**config.mk**
```make
export PLATFORM = sky130hd
export DESIGN_NAME = score_segled
export DESIGN_NICKNAME = d
export VERILOG_FILES = /design/src/rtl/dino_pkg.sv /design/src/rtl/seg7_enc.sv /design/src/rtl/score_segled.sv
export SDC_FILE = /design/constraint.sdc
export NUM_CORES = 1
export LEC_CHECK = 0
export CORE_UTILIZATION = 30
export DETAILED_ROUTE_END_ITERATION = 16
export PLACE_DENSITY = 0.47
export SLEW_MARGIN = 20
export SYNTH_ARGS = -nofsm -noshare
export SYNTH_HDL_FRONTEND = slang
export SYNTH_HIERARCHICAL = 1
export SYNTH_SLANG_ARGS = --single-unit
```
**constraint.sdc**
```tcl
create_clock -name clk -period 2.8 [get_ports clk]
set_clock_uncertainty 0.1 [all_clocks]
set_input_delay 0.56 -clock clk [delete_from_list [all_inputs] [get_ports clk]]
set_output_delay 0.56 -clock clk [all_outputs]
set_load 0.02 [all_outputs]
```
**src/rtl/dino_pkg.sv**
```systemverilog
// rtl/dino_pkg.sv - shared FSM encoding, frame size, seg7 codes and BCD helper
package dino_pkg;

    localparam int FRAME_BITS = 64;
    localparam int BIT_W      = $clog2(FRAME_BITS);

    typedef enum logic [1:0] {
        ST_IDLE  = 2'd0,
        ST_LOAD  = 2'd1,
        ST_SHIFT = 2'd2,
        ST_LATCH = 2'd3
    } seg_state_e;

    // Active-low {dp,g,f,e,d,c,b,a}, decimal point always off
    localparam logic [7:0] SEG7_0     = 8'hC0;
    localparam logic [7:0] SEG7_1     = 8'hF9;
    localparam logic [7:0] SEG7_2     = 8'hA4;
    localparam logic [7:0] SEG7_3     = 8'hB0;
    localparam logic [7:0] SEG7_4     = 8'h99;
    localparam logic [7:0] SEG7_5     = 8'h92;
    localparam logic [7:0] SEG7_6     = 8'h82;
    localparam logic [7:0] SEG7_7     = 8'hF8;
    localparam logic [7:0] SEG7_8     = 8'h80;
    localparam logic [7:0] SEG7_9     = 8'h90;
    localparam logic [7:0] SEG7_BLANK = 8'hFF;

    function automatic logic [15:0] bcd_inc(input logic [15:0] v);
        logic [15:0] r;
        logic        c;
        r = v;
        c = 1'b1;
        for (int i = 0; i < 4; i++) begin
            if (c) begin
                if (v[i*4 +: 4] >= 4'd9) begin
                    r[i*4 +: 4] = 4'd0;
                end else begin
                    r[i*4 +: 4] = v[i*4 +: 4] + 4'd1;
                    c = 1'b0;
                end
            end
        end
        return r;
    endfunction

endpackage

```
**src/rtl/seg7_enc.sv**
```systemverilog
// rtl/seg7_enc.sv - BCD digit to active-low seven-segment byte
module seg7_enc
    import dino_pkg::*;
(
    input  logic [3:0] digit_i,
    output logic [7:0] seg_o
);

    always_comb begin
        seg_o = SEG7_BLANK;
        case (digit_i)
            4'd0: seg_o = SEG7_0;
            4'd1: seg_o = SEG7_1;
            4'd2: seg_o = SEG7_2;
            4'd3: seg_o = SEG7_3;
            4'd4: seg_o = SEG7_4;
            4'd5: seg_o = SEG7_5;
            4'd6: seg_o = SEG7_6;
            4'd7: seg_o = SEG7_7;
            4'd8: seg_o = SEG7_8;
            4'd9: seg_o = SEG7_9;
            default: seg_o = SEG7_BLANK;
        endcase
    end

endmodule

```
**src/rtl/score_segled.sv**
```systemverilog
// rtl/score_segled.sv - BCD score/hi-score keeper driving a serial 7-seg chain
module score_segled
    import dino_pkg::*;
#(
    parameter int unsigned DIV = 4
) (
    input  logic        clk,
    input  logic        rstn,
    input  logic        tick,
    input  logic        run,
    input  logic        clear,
    output logic [15:0] score,
    output logic [15:0] hi_score,
    output logic        seg_clk,
    output logic        seg_do,
    output logic        seg_pen,
    output logic        seg_clr,
    output logic        busy
);

    localparam logic [7:0]       DIV_M1   = 8'(DIV - 1);
    localparam logic [BIT_W-1:0] LAST_BIT = BIT_W'(FRAME_BITS - 1);

    seg_state_e            state_q, state_d;
    logic [15:0]           score_q, score_d;
    logic [15:0]           hi_q, hi_d;
    logic                  run_q;
    logic                  pending_q, pending_d;
    logic [FRAME_BITS-1:0] shreg_q, shreg_d;
    logic [7:0]            div_q, div_d;
    logic [BIT_W-1:0]      bit_q, bit_d;
    logic                  seg_clk_q, seg_clk_d;
    logic                  seg_clr_q;

    logic [31:0]           digits;
    logic [FRAME_BITS-1:0] frame;
    logic                  last_edge;

    // Byte order: hi_score digit 3 is the top byte and shifts out first
    assign digits = {hi_q, score_q};

    for (genvar g = 0; g < 8; g++) begin : g_enc
        seg7_enc u_enc (
            .digit_i (digits[g*4 +: 4]),
            .seg_o   (frame[g*8 +: 8])
        );
    end

    always_comb begin
        score_d = score_q;
        if (clear) begin
            score_d = 16'h0000;
        end else if (tick && run) begin
            score_d = bcd_inc(score_q);
        end
    end

    always_comb begin
        hi_d = hi_q;
        if (run_q && !run && (score_q > hi_q)) begin
            hi_d = score_q;
        end
    end

    // A change on the same edge as entering LOAD keeps pending set for another frame
    always_comb begin
        pending_d = pending_q;
        if (state_q == ST_IDLE && pending_q) begin
            pending_d = 1'b0;
        end
        if (score_d != score_q || hi_d != hi_q) begin
            pending_d = 1'b1;
        end
    end

    always_ff @(posedge clk or negedge rstn) begin
        if (!rstn) begin
            score_q   <= 16'h0000;
            hi_q      <= 16'h0000;
            run_q     <= 1'b0;
            pending_q <= 1'b1;
            seg_clr_q <= 1'b0;
        end else begin
            score_q   <= score_d;
            hi_q      <= hi_d;
            run_q     <= run;
            pending_q <= pending_d;
            seg_clr_q <= 1'b1;
        end
    end

    assign last_edge = (div_q == DIV_M1) && seg_clk_q && (bit_q == LAST_BIT);

    always_ff @(posedge clk or negedge rstn) begin
        if (!rstn) begin
            state_q <= ST_IDLE;
        end else begin
            state_q <= state_d;
        end
    end

    always_comb begin
        state_d = state_q;
        case (state_q)
            ST_IDLE:  if (pending_q) state_d = ST_LOAD;
            ST_LOAD:  state_d = ST_SHIFT;
            ST_SHIFT: if (last_edge) state_d = ST_LATCH;
            ST_LATCH: state_d = ST_IDLE;
            default:  state_d = ST_IDLE;
        endcase
    end

    // Data changes on the falling seg_clk edge so it is stable at the 164's rising edge
    always_comb begin
        shreg_d   = shreg_q;
        div_d     = div_q;
        bit_d     = bit_q;
        seg_clk_d = seg_clk_q;
        case (state_q)
            ST_LOAD: begin
                shreg_d   = frame;
                div_d     = 8'd0;
                bit_d     = '0;
                seg_clk_d = 1'b0;
            end
            ST_SHIFT: begin
                if (div_q == DIV_M1) begin
                    div_d     = 8'd0;
                    seg_clk_d = !seg_clk_q;
                    if (seg_clk_q) begin
                        shreg_d = {shreg_q[FRAME_BITS-2:0], 1'b0};
                        bit_d   = bit_q + 1'b1;
                    end
                end else begin
                    div_d = div_q + 8'd1;
                end
            end
            ST_LATCH: seg_clk_d = 1'b0;
            default: ;
        endcase
    end

    always_ff @(posedge clk or negedge rstn) begin
        if (!rstn) begin
            shreg_q   <= '0;
            div_q     <= 8'd0;
            bit_q     <= '0;
            seg_clk_q <= 1'b0;
        end else begin
            shreg_q   <= shreg_d;
            div_q     <= div_d;
            bit_q     <= bit_d;
            seg_clk_q <= seg_clk_d;
        end
    end

    always_comb begin
        seg_pen  = (state_q == ST_IDLE);
        busy     = (state_q != ST_IDLE);
        seg_clk  = seg_clk_q;
        seg_do   = shreg_q[FRAME_BITS-1];
        seg_clr  = seg_clr_q;
        score    = score_q;
        hi_score = hi_q;
    end

endmodule

```
## Yosys cells after proc, flatten, opt, wreduce, memory -nomap -nowiden

Memory sizes are Yosys's and may differ from the RTL's.
Cells that the tools add are included.

| storage, ports and cells | value |
|---|---|
| register bits | 116 |
| ROM bits | 896 |
| output and inout port bits | 37 |
| logic and storage cells | 94 |
| memories kept | 8 |

Memory list:

| name | depth | bits a word | rd ports | clocked after Yosys merged registers in | wr ports | RTL line | source |
|---|---|---|---|---|---|---|---|
| (no name shown) | 16 | 7 | 1 | 0 | 0 | seg7_enc.sv:11 | `case (digit_i)` |
| (no name shown) | 16 | 7 | 1 | 0 | 0 | seg7_enc.sv:11 |  |
| (no name shown) | 16 | 7 | 1 | 0 | 0 | seg7_enc.sv:11 |  |
| (no name shown) | 16 | 7 | 1 | 0 | 0 | seg7_enc.sv:11 |  |
| (no name shown) | 16 | 7 | 1 | 0 | 0 | seg7_enc.sv:11 |  |
| (no name shown) | 16 | 7 | 1 | 0 | 0 | seg7_enc.sv:11 |  |
| 2 more memories | n/a | n/a | n/a | n/a | n/a | n/a |  |

| operators by class | value |
|---|---|
| $add $sub $neg | 6 |
| order comparisons | 5 |
| equality and inequality tests | 11 |
| muxes and demuxes | 36 |
| reduce and logical (&&, ||, !) cells | 18 |

Operators with widths:

| kind | number |
|---|---|
| $mux 64 | 2 |
| $pmux 64 s2 | 1 |
| $mux 16 | 3 |
| $ne 16x16->1 | 2 |
| $mux 4 | 7 |
| $add 4x1->4 const B | 4 |
| $ge 4x4->1 const B | 4 |
| $gt 16x16->1 | 1 |
| $pmux 8 s2 | 1 |
| $mux 1 | 14 |
| $mux 6 | 2 |
| $pmux 6 s2 | 1 |
| $add 8x1->8 const B | 1 |
| $eq 8x2->1 const B | 1 |
| $mux 8 | 1 |
| $pmux 2 s4 | 1 |
| $reduce_bool 2->1 | 4 |
| $add 6x1->6 const B | 1 |
| $eq 6x6->1 const B | 1 |
| $logic_and 1x1->1 | 6 |
| $ne 2x2->1 const B | 3 |
| $eq 2x2->1 const B | 2 |
| $mux 2 | 2 |
| $reduce_and 2->1 | 2 |
| 8 further kinds | 9 |

## Depth between registers and ports, before layout

| depth | value |
|---|---|
| depth in word-level cells | 16 |
| mapped depth | 9 |

## Hierarchy

Netlist, hierarchy kept.

Modules (own cells, without submodules):

| module | times used | cells an instance | area an instance (um^2) |
|---|---|---|---|
| score_segled | 1 | 617 | 6192.2 |
| seg7_enc (g_enc[0].u_enc ...) | 4 | 35 | 221.5 |
| seg7_enc (g_enc[4].u_enc ...) | 4 | 32 | 214.0 |

## Worst setup path before layout

OpenSTA, ideal clock, no wires.

| timing path | value |
|---|---|
| kind | reg2reg |
| start | reg hi_q[14], in the netlist hi_score[14] |
| end | reg hi_q[11], in the netlist hi_score[11] |
| setup time | 0.125 ns |
| arrival | 2.459 ns |
| required time | 2.575 ns |
| path slack | 0.117 ns |
| cell stages (with the launch flop) | 9 |
| buffers on the path | 1 |
| clock period less this slack | 2.683 ns |
| path through | dfrtp_1 > inv_1 > ha_1 > nand4_1 > nor4_1 > o21ai_0 > a31oi_4 > buf_4 > mux2_2 |

| on the way | value |
|---|---|
| word-level cells in the longest chain between the ends | 3 |

Ends and longest elaborated chain:

| element | RTL line | source |
|---|---|---|
| from (decl) | score_segled.sv:26 | `logic [15:0] hi_q, hi_d;` |
| from (signal assigned) | score_segled.sv:85 | `hi_q <= hi_d;` |
| $gt 16x16->1 | score_segled.sv:60 | `if (run_q && !run && (score_q > hi_q)) begin` |
| $logic_and 1x1->1 | score_segled.sv:60 |  |
| $mux 16 | score_segled.sv:60 |  |
| net hi_d[11] | score_segled.sv:26 |  |

The timed path passes the listed nets, and every way through them passes these cells.
A chain may end at the register's enable or synchronous reset.

## Final worst setup path

| timing path | value |
|---|---|
| start | reg state_q[0] |
| end | out busy |

| on the way | value |
|---|---|
| word-level cells in the longest chain between the ends | 1 |

Ends and longest elaborated chain:

| element | RTL line | source |
|---|---|---|
| from (decl) | score_segled.sv:24 | `seg_state_e state_q, state_d;` |
| from (signal assigned) | score_segled.sv:98 | `state_q <= state_d;` |
| $reduce_bool 2->1 | score_segled.sv:159 | `busy = (state_q != ST_IDLE);` |
| to (decl) | score_segled.sv:18 | `output logic busy` |

No other way between the ends.

==> summary.md <==
| Metric | Value |
|---|---|
| Syn_area_per_cell | 8.96 sq um |
| Die Height | approximately 160 microns |
| Worst r2r src | score[15] |
| Synth Flop Type | dfrtp_1 |
| Final setup viols | 0 |
| Crit path DAT | 2.04 ns |
| Crit end category | primary output |
| Power Density | 656 nW/um^2 |
| Routed wire length per instance | 14.1 microns |
| Max Clk Rate | 370 MHz |
| Ports | 42 |
| Power Total | 6.19 mW |
| FF-to-FF setup slack | 0.25 ns |
| Total Negative Setup Slacks | 0 ns |
| Die width | 165 microns |
| CTS Buf Count | 17 |
| Post-route setup slack | between 0.09 and 0.1 ns |
| Period minus WS final | 2.70 ns |
| DIE AREA | 27100 sq um |
| Total routed wirelength | 18.2 mm |
| Post-synth net total | between 900 and 1000 |
| R2R depth | 7 |
| Synth Warn # | 6 |
| # DRC | 0 |
| EDFF count, synth | 0 |
| Largest net degree at the start of global routing | 72 |
| Ys async rst share | between 90% and 100% |
| Final Core Density | 36.3% |
| P&R area growth vs syn | 19.0% |
| Critical R2R Capture | hi_score[0] |
| Slowest stage delay, CP | 0.65 ns |
| Measured slew at the worst slew-check pin | 0.800 ns |
| Seq/Total Area, Yosys | 36.6% |
| Mapped Area | 7930 sq um |
| Resize count post-CTS | 0 |
| Antenna cells | 0 |
| Initial antenna violation count | 0 |
| Critical Path RT | 2.14 ns |
| Crit path from | state_q[0] |
| Clock Tree Buf Depth | 2 |
| CTS tree | done |
| CP Depth | 4 |
| Most frequent CP cell | inv_1 |
| First-pass GRT wire length | 30.9 mm |
| Root buf cell | clkbuf_16 |
| DPL Wire Length | about 13 mm |
| Skew-Pair Late Insertion Delay | 0.41 ns |
| Cell row count | between 50 and 60 |
| Initial DRT Pass Iterations | 4 |
| Number of antenna-violating nets in the routed design | 0 |
| Met3 routed WL | 422 microns |
| Yosys cell types | 58 |
| Hold depth | 2 |
| Register bit total from synthesis | 116 |
| GRT Util Overall | between 10% and 20% |
| Hold Vio Cnt, Final | 0 |
| Final period util | 96.5% |
| Initial Util | 30.5% |
| CP cell instances | inv_1 > ha_1 > inv_1 > clkdlybuf4s50_1 |
| Met2 routed WL | approximately 7.9 mm |
| Outcome | complete, no violations |
| Vias in the first global route | 5881 |
| Core area | 26000 sq um |
| Htree depth | 4 |
| Critical path class | flip-flop to primary output |
| First DRT Iteration DRCs | around 320 |
| Post-Place Setup Slack | 0.240 ns |
| Total congestion overflow | 0 |
| Relative slew slack | 46.6% |
| Cells after synthesis | between 800 and 900 |
| RSZ-0062 raised after global routing | false |
| Uppermost routed layer | met4 |
| Vias per cell | 4.63 |
| Hold WC Path Type | flip-flop to flip-flop |
| Via count | 5969 |
| Buf/Inv on CP | 3 |
| Layout cell share with drive strength beyond 1 | 11.2% |
| Lkg Pwr | around 4.3 nW |
| CP Launch Type | flip-flop |
| Max rail drop VDD | 0.000434 V |
| Worst-path cell with the longest stage delay | clkdlybuf4s50_1 |
| # clock sinks | 116 |
| IO buf count | 41 |
| CP endpoint | busy |
| Post-Place Cells | 1256 |
| Crit path max fanout | 3 |
| Clock-pin slew on the worst setup and hold paths | 0.05 ns |
| Finished Layout Cells | around 1300 |
| GP Congestion | 0.766 |
| Final nets | 1020 |
| Max-Cap Viols | 0 |
| M1 WL | 9.73 mm |
| Slew Limit Fails | 0 |
| Worst path top cell family by delay | buffers and inverters |
-- metal layers --
| layer | track usage, % | vias up |
|---|---|---|
| met2 | 21.8 | 65 |
| met5 | 0 | - |
| met3 | 2.69 | 8 |
| met1 | 21.0 | 2794 |
| met4 | 3.67 | 0 |
| li1 | - | 3102 |
-- synth_stat cells, drive strengths merged (4+ instances only) --
master	count	area, sq um
dfrtp	115	2880
o21ai	111	559
nand2	98	368
mux2i	75	751
ha	74	926
inv	64	240
nor2	58	220
a21oi	45	255
xor2	28	245
buf	27	213
nand2b	26	163
clkbuf	25	93.8
a31oi	17	121
mux2	11	128
nand3	10	50.1
conb	9	33.8
nor3	9	56.3
or2	9	56.3
nand4	8	50.1
nor4	8	50.1
nor2b	7	43.8
o31ai	6	58.8
a211oi	5	37.5
nand3b	4	30.0
or2b	4	30.0
-- layout make-up --
| cell class | instances | area (sq um) |
|---|---|---|
| timing repair buffer | 89 | 808 |
| fill | 2734 | 16500 |
| clock buffer | 22 | 464 |
| tap | 335 | 419 |
| sequential | 116 | 2900 |
| multi-input combinational | 653 | 4500 |
| inverter | 64 | 240 |
| clock inverter | 9 | 105 |
-- sequential cells by signal (all words and copies together), names as in the netlist --
name	flops
score	16
seg_clk	1
div_q	8
shreg_q	64
state_q	2
pending_q	1
hi_score	16
seg_clr	1
run_q	1
bit_q	6
-- cell families after synthesis --
group / count (synthesis) / synth area share, %
compound gates: 200 / 14.6
mux: 86 / 11.1
flops: 116 / 36.6
simple gates: 254 / 15.4
other cells: 9 / 0.426
fa+ha+maj: 74 / 11.7
buf+inv: 116 / 6.89
xor+xnor: 30 / 3.31
-- how the worst min path moves through the flow --
stage | from | end | slack, ns
4_1_cts | shreg_q[56] | shreg_q[56] | 0.38
3_3_place_gp | rstn | shreg_q[63] | 0.36
2_1_floorplan | rstn | bit_q[0] | 0.16
5_1_grt | shreg_q[25] | shreg_q[25] | 0.40
3_5_place_dp | rstn | shreg_q[63] | 0.36
6_report | shreg_q[13] | shreg_q[13] | 0.38
-- stage by stage --
step / cell area [sq um] / hold WS [ns]
2_1_floorplan: 7930 / 0.164
3_5_place_dp: 8860 / 0.359
3_3_place_gp: 8860 / 0.361
4_1_cts: 9440 / 0.383
6_report: 9440 / 0.377
5_1_grt: 9440 / 0.404
-- where the power goes --
| part | internal, mW | leakage (nW) | switching (mW) | total (mW) |
|---|---|---|---|---|
| sequential | 2.06 | 1.52 | 0.224 | 2.28 |
| combinational | 0.738 | 2.49 | 1.04 | 1.78 |
| clock | 1.35 | 0.268 | 0.787 | 2.13 |
| total | 4.14 | 4.28 | 2.05 | 6.19 |
-- layout by cell type (no fill, tap or decap), types with 16 or more instances in the layout --
cell / instances
nor2_1: 57
a21oi_1: 37
dfrtp_1: 115
o21ai_0: 83
clkbuf_16: 17
nand2_1: 98
a31oi_1: 16
ha_1: 73
clkdlybuf4s50_1: 40
mux2i_1: 75
o21ai_1: 27
xor2_1: 28
inv_1: 64
nand2b_1: 26
buf_4: 45
-- what timing repair did --
| action | in CTS | in global routing |
|---|---|---|
| setup endpoints to repair | 0 | 0 |
| hold buffers | 1 | 0 |
| endpoints found under the hold margin | 16 | 0 |
| setup buffers | 0 | 0 |
-- worst register-to-register path, delay by kind of cell (launching register included) --
kind	cells	cell delay, ns
simple gates	2	0.57
fa+ha+maj	1	0.31
flops	1	0.38
mux	1	0.34
compound gates	2	0.52
buf+inv	1	0.19
Note: power is estimated with default switching activity, not from simulation.
